==> src/rtl/cla_seq_pkg.sv <==
// Shared constants and state type for the sequential carry-lookahead adder controller.
package cla_seq_pkg;

    localparam int SLICE_W = 4;

    localparam logic [1:0] ST_IDLE = 2'd0;
    localparam logic [1:0] ST_RUN  = 2'd1;
    localparam logic [1:0] ST_HOLD = 2'd2;

    typedef enum logic [1:0] {
        IDLE = ST_IDLE,
        RUN  = ST_RUN,
        HOLD = ST_HOLD
    } state_t;

endpackage

==> src/rtl/cla_seq_adder_ctrl_if.sv <==
// Operand/result handshake bundle for cla_seq_adder_ctrl.
// The ovf signal exists only when CLA_SEQ_OVF_EN is defined.
interface cla_seq_adder_ctrl_if #(
    parameter int WIDTH = 16
);
    logic             in_valid;
    logic             in_ready;
    logic [WIDTH-1:0] a;
    logic [WIDTH-1:0] b;
    logic             cin;
    logic             out_valid;
    logic             out_ready;
    logic [WIDTH-1:0] sum;
    logic             cout;
    logic             busy;
`ifdef CLA_SEQ_OVF_EN
    logic             ovf;
`endif

    // Producer/consumer side
    modport master (
        output in_valid, a, b, cin, out_ready,
        input  in_ready, out_valid, sum, cout, busy
`ifdef CLA_SEQ_OVF_EN
        , input ovf
`endif
    );

    // Controller side
    modport slave (
        input  in_valid, a, b, cin, out_ready,
        output in_ready, out_valid, sum, cout, busy
`ifdef CLA_SEQ_OVF_EN
        , output ovf
`endif
    );
endinterface

==> src/rtl/cla_seq_adder_ctrl_slice.sv <==
// 4-bit combinational carry-lookahead adder slice reused by the sequencer.
module carry_lk_adder (
    input  logic [3:0] a,
    input  logic [3:0] b,
    input  logic       cin,
    output logic [3:0] s,
    output logic       cout
);
    logic [3:0] g;
    logic [3:0] p;
    logic [4:0] c;

    assign g = a & b;
    assign p = a ^ b;

    // Each carry is expanded from generate/propagate terms instead of rippling
    assign c[0] = cin;
    assign c[1] = g[0] | (p[0] & cin);
    assign c[2] = g[1] | (p[1] & g[0]) | (p[1] & p[0] & cin);
    assign c[3] = g[2] | (p[2] & g[1]) | (p[2] & p[1] & g[0]) | (p[2] & p[1] & p[0] & cin);
    assign c[4] = g[3] | (p[3] & g[2]) | (p[3] & p[2] & g[1]) | (p[3] & p[2] & p[1] & g[0])
                | (p[3] & p[2] & p[1] & p[0] & cin);

    assign s    = p ^ c[3:0];
    assign cout = c[4];
endmodule

==> src/rtl/cla_seq_adder_ctrl.sv <==
// Multi-cycle wide adder: one 4-bit CLA slice walks the operands LSB slice first.
// Optional signed-overflow output enabled by defining CLA_SEQ_OVF_EN.
module cla_seq_adder_ctrl
    import cla_seq_pkg::*;
#(
    parameter int WIDTH = 16
) (
    input  logic                 clk,
    input  logic                 rst_n,
    cla_seq_adder_ctrl_if.slave  bus
);
    localparam int NSLICE = WIDTH / SLICE_W;
    localparam int IDX_W  = (NSLICE > 1) ? $clog2(NSLICE) : 1;
    localparam logic [IDX_W-1:0] LAST_IDX = IDX_W'(NSLICE - 1);

    state_t           state_q, state_d;
    logic [WIDTH-1:0] aOp_q, aOp_d;
    logic [WIDTH-1:0] bOp_q, bOp_d;
    logic [WIDTH-1:0] sum_q, sum_d;
    logic             carry_q, carry_d;
    logic             cout_q, cout_d;
    logic             outValid_q, outValid_d;
    logic [IDX_W-1:0] idx_q, idx_d;

    logic [SLICE_W-1:0] sliceA, sliceB, sliceS;
    logic               sliceCout;

    assign sliceA = aOp_q[idx_q*SLICE_W +: SLICE_W];
    assign sliceB = bOp_q[idx_q*SLICE_W +: SLICE_W];

    carry_lk_adder u_slice (
        .a    (sliceA),
        .b    (sliceB),
        .cin  (carry_q),
        .s    (sliceS),
        .cout (sliceCout)
    );

`ifdef CLA_SEQ_OVF_EN
    logic ovf_q, ovf_d;
    logic msbCarryIn;

    // Carry into the MSB recovered from the top bit's sum equation
    assign msbCarryIn = sliceA[SLICE_W-1] ^ sliceB[SLICE_W-1] ^ sliceS[SLICE_W-1];
    assign bus.ovf    = ovf_q;
`endif

    always_comb begin
        state_d    = state_q;
        aOp_d      = aOp_q;
        bOp_d      = bOp_q;
        sum_d      = sum_q;
        carry_d    = carry_q;
        cout_d     = cout_q;
        outValid_d = outValid_q;
        idx_d      = idx_q;
`ifdef CLA_SEQ_OVF_EN
        ovf_d      = ovf_q;
`endif
        case (state_q)
            IDLE: begin
                if (bus.in_valid) begin
                    aOp_d   = bus.a;
                    bOp_d   = bus.b;
                    carry_d = bus.cin;
                    idx_d   = '0;
                    state_d = RUN;
                end
            end
            RUN: begin
                sum_d[idx_q*SLICE_W +: SLICE_W] = sliceS;
                carry_d = sliceCout;
                idx_d   = idx_q + IDX_W'(1);
                if (idx_q == LAST_IDX) begin
                    cout_d     = sliceCout;
                    outValid_d = 1'b1;
                    state_d    = HOLD;
`ifdef CLA_SEQ_OVF_EN
                    ovf_d      = msbCarryIn ^ sliceCout;
`endif
                end
            end
            HOLD: begin
                if (bus.out_ready) begin
                    outValid_d = 1'b0;
                    state_d    = IDLE;
                end
            end
            default: state_d = IDLE;
        endcase
    end

    always_ff @(posedge clk or negedge rst_n) begin
        if (!rst_n) begin
            state_q <= IDLE;
        end else begin
            state_q <= state_d;
        end
    end

    always_ff @(posedge clk or negedge rst_n) begin
        if (!rst_n) begin
            aOp_q      <= '0;
            bOp_q      <= '0;
            sum_q      <= '0;
            carry_q    <= 1'b0;
            cout_q     <= 1'b0;
            outValid_q <= 1'b0;
            idx_q      <= '0;
`ifdef CLA_SEQ_OVF_EN
            ovf_q      <= 1'b0;
`endif
        end else begin
            aOp_q      <= aOp_d;
            bOp_q      <= bOp_d;
            sum_q      <= sum_d;
            carry_q    <= carry_d;
            cout_q     <= cout_d;
            outValid_q <= outValid_d;
            idx_q      <= idx_d;
`ifdef CLA_SEQ_OVF_EN
            ovf_q      <= ovf_d;
`endif
        end
    end

    assign bus.in_ready  = (state_q == IDLE);
    assign bus.busy      = (state_q != IDLE);
    assign bus.out_valid = outValid_q;
    assign bus.sum       = sum_q;
    assign bus.cout      = cout_q;
endmodule

==> src/flat_wrapper.sv <==
// flat-port wrapper written by rule: the top's interface ports become plain ports
module cla_seq_adder_ctrl_flat import cla_seq_pkg::*;
#(
    parameter int WIDTH = 16
)
  (clk, rst_n, bus_in_valid, bus_a, bus_b, bus_cin, bus_out_ready, bus_in_ready, bus_out_valid, bus_sum, bus_cout, bus_busy);
  cla_seq_adder_ctrl_if #(.WIDTH(WIDTH)) bus_i ();
  input  logic clk;
  input  logic rst_n;
  input wire logic [$bits(bus_i.in_valid)-1:0] bus_in_valid;
  input wire logic [$bits(bus_i.a)-1:0] bus_a;
  input wire logic [$bits(bus_i.b)-1:0] bus_b;
  input wire logic [$bits(bus_i.cin)-1:0] bus_cin;
  input wire logic [$bits(bus_i.out_ready)-1:0] bus_out_ready;
  output wire logic [$bits(bus_i.in_ready)-1:0] bus_in_ready;
  output wire logic [$bits(bus_i.out_valid)-1:0] bus_out_valid;
  output wire logic [$bits(bus_i.sum)-1:0] bus_sum;
  output wire logic [$bits(bus_i.cout)-1:0] bus_cout;
  output wire logic [$bits(bus_i.busy)-1:0] bus_busy;
  assign bus_i.in_valid = bus_in_valid;
  assign bus_i.a = bus_a;
  assign bus_i.b = bus_b;
  assign bus_i.cin = bus_cin;
  assign bus_i.out_ready = bus_out_ready;
  assign bus_in_ready = bus_i.in_ready;
  assign bus_out_valid = bus_i.out_valid;
  assign bus_sum = bus_i.sum;
  assign bus_cout = bus_i.cout;
  assign bus_busy = bus_i.busy;
  cla_seq_adder_ctrl #(.WIDTH(WIDTH)) u_core (.clk(clk), .rst_n(rst_n), .bus(bus_i));
endmodule
==> config.mk <==
export PLATFORM = sky130hd
export DESIGN_NAME = cla_seq_adder_ctrl_flat
export DESIGN_NICKNAME = d
export VERILOG_FILES = /design/src/rtl/cla_seq_pkg.sv /design/src/rtl/cla_seq_adder_ctrl_if.sv /design/src/rtl/cla_seq_adder_ctrl_slice.sv /design/src/rtl/cla_seq_adder_ctrl.sv /design/src/flat_wrapper.sv
export SDC_FILE = /design/constraint.sdc
export NUM_CORES = 1
export LEC_CHECK = 0
export ABC_AREA = 0
export BUFFER_PORTS_ARGS = -buffer_cell sky130_fd_sc_hd__buf_2
export CELL_PAD_IN_SITES_DETAIL_PLACEMENT = 1
export CELL_PAD_IN_SITES_GLOBAL_PLACEMENT = 2
export CORE_UTILIZATION = 33
export DETAILED_ROUTE_END_ITERATION = 12
export GPL_ROUTABILITY_DRIVEN = 0
export GPL_TIMING_DRIVEN = 0
export PLACE_DENSITY = 0.79
export SYNTH_ARGS = -nofsm -noshare
export SYNTH_HDL_FRONTEND = slang
export SYNTH_SLANG_ARGS = --single-unit
==> constraint.sdc <==
create_clock -name clk -period 3.75 [get_ports clk]
set_clock_uncertainty 0.2 [all_clocks]
set_input_delay 0.5625 -clock clk [delete_from_list [all_inputs] [get_ports clk]]
set_output_delay 0.5625 -clock clk [all_outputs]
set_load 0.01 [all_outputs]
==> results.sh <==
export IMPL_outcome="finished clean"
export IMPL_critPathBufInv=2
export IMPL_fmax_mhz=311
export IMPL_worstPathCellList="clkbuf_2 -> buf_2 -> mux4_2 -> ha_1 -> a21o_1 -> a211oi_1 -> o31ai_1"
export IMPL_synth_nets=316
export IMPL_grt_pass1_vias=2196
export IMPL_cts_clk_slew_worst_paths_ns=0.09
export IMPL_r2r_start="u_core.idx_q[0]"
export IMPL_synth_edf_count=0
export IMPL_die_x_um=91.2
export IMPL_pwr_share_clk_pct=10.6
export IMPL_ctsHoldBuffers=0
export IMPL_h_tree_depth=2
export IMPL_yosys_top_cells_count="nand2_1 (115), dfrtp_1 (55), o21ai_0 (13)"
export IMPL_drc_errors=0
export IMPL_syn_area_mm2=0.00263
export IMPL_p_per_area_mw_per_mm2=932
export IMPL_grt_total_usage_pct=16.9
export IMPL_cts_tree="done"
export IMPL_seq_area_mm2=0.00138
export IMPL_grt_max_degree=56
export IMPL_crit_slowest_cell="mux4_2"
export IMPL_worst_setup_path_type="register to register"
export IMPL_synth_simple_area_share_pct=22.1
export IMPL_cts_buffers=5
export IMPL_setup_violations=0
export IMPL_synthMuxAreaShare_pct=6.86
export IMPL_netlist_area_leader_share_pct=52.4
export IMPL_power_frac_seq_pct=35.1
export IMPL_worstPathArrival_ns=3.18
export IMPL_core_area_mm2=0.00773
export IMPL_dieArea_mm2=0.00832
export IMPL_synth_warnings=0
export IMPL_finalSetupTns_ns=0
export IMPL_crit_cells=7
export IMPL_setup_ws_ns=0.534
export IMPL_area_growth_pct=18.4
export IMPL_post_cts_buffers=0
export IMPL_totalWireLength_mm=6.31
export IMPL_vias=2062
export IMPL_dp_hpwl_mm=4.73
export IMPL_combPwrFrac_pct=54.2
export IMPL_clock_latency_ns=0.30
export IMPL_crit_path_end_kind="register"
export IMPL_cap_violations=0
export IMPL_whs_ns=0.106
export IMPL_p_leak_uw=0.00161
export IMPL_synth_ff_type="dfrtp_1"
export IMPL_cts_path_max_buffers=2
export IMPL_antenna_found_initial=0
export IMPL_cts_resized=0
export IMPL_worstMarginPinSlew_ns=0.718
export IMPL_grt_pass1_wl_mm=11.1
export IMPL_yosys_cell_types_count=33
export IMPL_required_ns=3.72
export IMPL_intPower_uw=1610
export IMPL_finalHoldViolCount=0
export IMPL_ys_seq_elements=55
export IMPL_dr_pass1_iters=4
export IMPL_synth_most_common_cell="nand2_1"
export IMPL_synth_top_family_by_area="simple AND/OR/NAND/NOR gates"
export IMPL_io_buffers=56
export IMPL_synth_area_leader_cell="dfrtp_1"
export IMPL_dieHeight_um=91.2
export IMPL_p_sw_uw=1290
export IMPL_rows=32
export IMPL_n_antenna_cell=0
export IMPL_rsz0062_at_grt="no"
export IMPL_peakVddDrop_mv=0.272
export IMPL_min_period_over_period_pct=85.8
export IMPL_drive_gt1_share_pct=26.7
export IMPL_multi_input_area_mm2=0.00117
export IMPL_nFillCells=941
export IMPL_synthAdderAreaFrac_pct=6.00
export IMPL_startpoint_type="register"
export IMPL_synth_compound_area_share_pct=9.15
export IMPL_fin_crit_ns=3.22
export IMPL_nets=379
export IMPL_wl_per_cell_um=14.6
export IMPL_relSlewSlack_pct=52.2
export IMPL_maxSlewViolCount=0
export IMPL_vias_per_cell=4.78
export IMPL_dr_first_iter_drc_count=63
export IMPL_seq_area_frac_synth_pct=52.4
export IMPL_syn_inst=267
export IMPL_grt_remaining_overflow=0
export IMPL_drtAntennaViolNets=0
export IMPL_switching_share_pct=44.5
export IMPL_start_util_pct=34.0
export IMPL_synth_area_leaders="dfrtp_1 (52%), nand2_1 (16%), mux4_2 (6.9%)"
export IMPL_cp_max_fo=10
export IMPL_detailedPlace_worstSlack_ns=0.507
export IMPL_root_buffer="clkbuf_8"
export IMPL_cp_startpoint="u_core.idx_q[0]"
export IMPL_cp_top_family="compound AO/OA/AOI/OAI gates"
export IMPL_cts_sinks=55
export IMPL_ios=57
export IMPL_synthXorXnorAreaFrac_pct=0.333
export IMPL_async_flop_share_pct=100
export IMPL_slowest_delay_ns=0.63
export IMPL_r2r_cells=7
export IMPL_hold_path_class="input port to async pin"
export IMPL_avgSynthCellArea_um2=9.84
area by class of cell:
cell class	count	area share, %
plain buffers	12	1.85
clock buffers	6	2.33
inverters	7	0.845
multi-input cells	193	37.5
flip-flops and latches	55	44.3
well taps	102	4.10
repair buffers	56	9.09
sequential cells by signal, summed over array words and instances, names as in the netlist:
name / count
u_core.bus.sum: 16
u_core.idx_q: 2
u_core.carry_q: 1
u_core.state_q: 2
u_core.bOp_q: 16
u_core.aOp_q: 16
u_core.bus.out_valid: 1
u_core.bus.cout: 1
cells by family after synthesis:
group                      count (synthesis)
DFF                                       55
and+or+nand+nor                          136
buffers and inverters                     19
AOI/OAI and AO/OA                         36
muxes                                      8
adders and majority gates                 12
xor gates and xnor gates                   1
per-layer routing:
| layer | vias up | routed length [um] | global-route usage (%) |
|---|---|---|---|
| met5 | - | 0 | 0 |
| met4 | 0 | 74 | 5.56 |
| met3 | 5 | 203 | 2.35 |
| met2 | 38 | 2960 | 27.9 |
| met1 | 1004 | 3070 | 23.0 |
| li1 | 1015 | - | - |
path summary, 6_finish.rpt:
path / endpoint / slack, ns
max: u_core.bus.sum[10] / 0.53
min: u_core.aOp_q[2] / 0.11
max reg2reg: u_core.bus.sum[10] / 0.53
min reg2reg: u_core.bus.sum[9] / 0.28
max in group asynchronous: u_core.state_q[1] / 2.77
min in group clk: u_core.bOp_q[8] / 0.24
worst reg2reg max path: stages, from the launching register on:
cell	delay, ns
dfrtp_1	0.41
clkbuf_2	0.24
buf_2	0.34
mux4_2	0.63
ha_1	0.35
a21o_1	0.19
a211oi_1	0.55
o31ai_1	0.17
cells in the final DEF (no fill, tap or decap), types with 2 or more instances in the layout:
cell,count
dfrtp_1,55
a21oi_1,4
buf_2,64
clkbuf_8,5
inv_1,7
a211oi_1,3
nand3b_1,4
o31ai_1,7
clkbuf_1,3
nor2_1,4
o21ai_0,13
o31ai_2,2
ha_1,11
nand3_1,5
nand2_1,115
mux4_2,8
per-stage QoR:
step	std cells	util, %	cell area [um2]	total power, uW
floorplan	267	-	2630	2120
global placement	425	39.3	3030	2580
detailed placement	425	39.3	3030	2630
CTS	431	40.2	3110	2940
global route	431	40.2	3110	3160
finish	431	40.2	3110	2900
power groups by stage:
stage | clock network [uW] | registers [uW] | logic, uW
CTS | 320 | 1020 | 1600
global route | 339 | 1060 | 1760
finish | 308 | 1020 | 1570
global placement | 0 | 1020 | 1560
detailed placement | 0 | 1030 | 1590
floorplan | 0 | 1030 | 1090
Note: power is estimated with default switching activity, not from simulation.
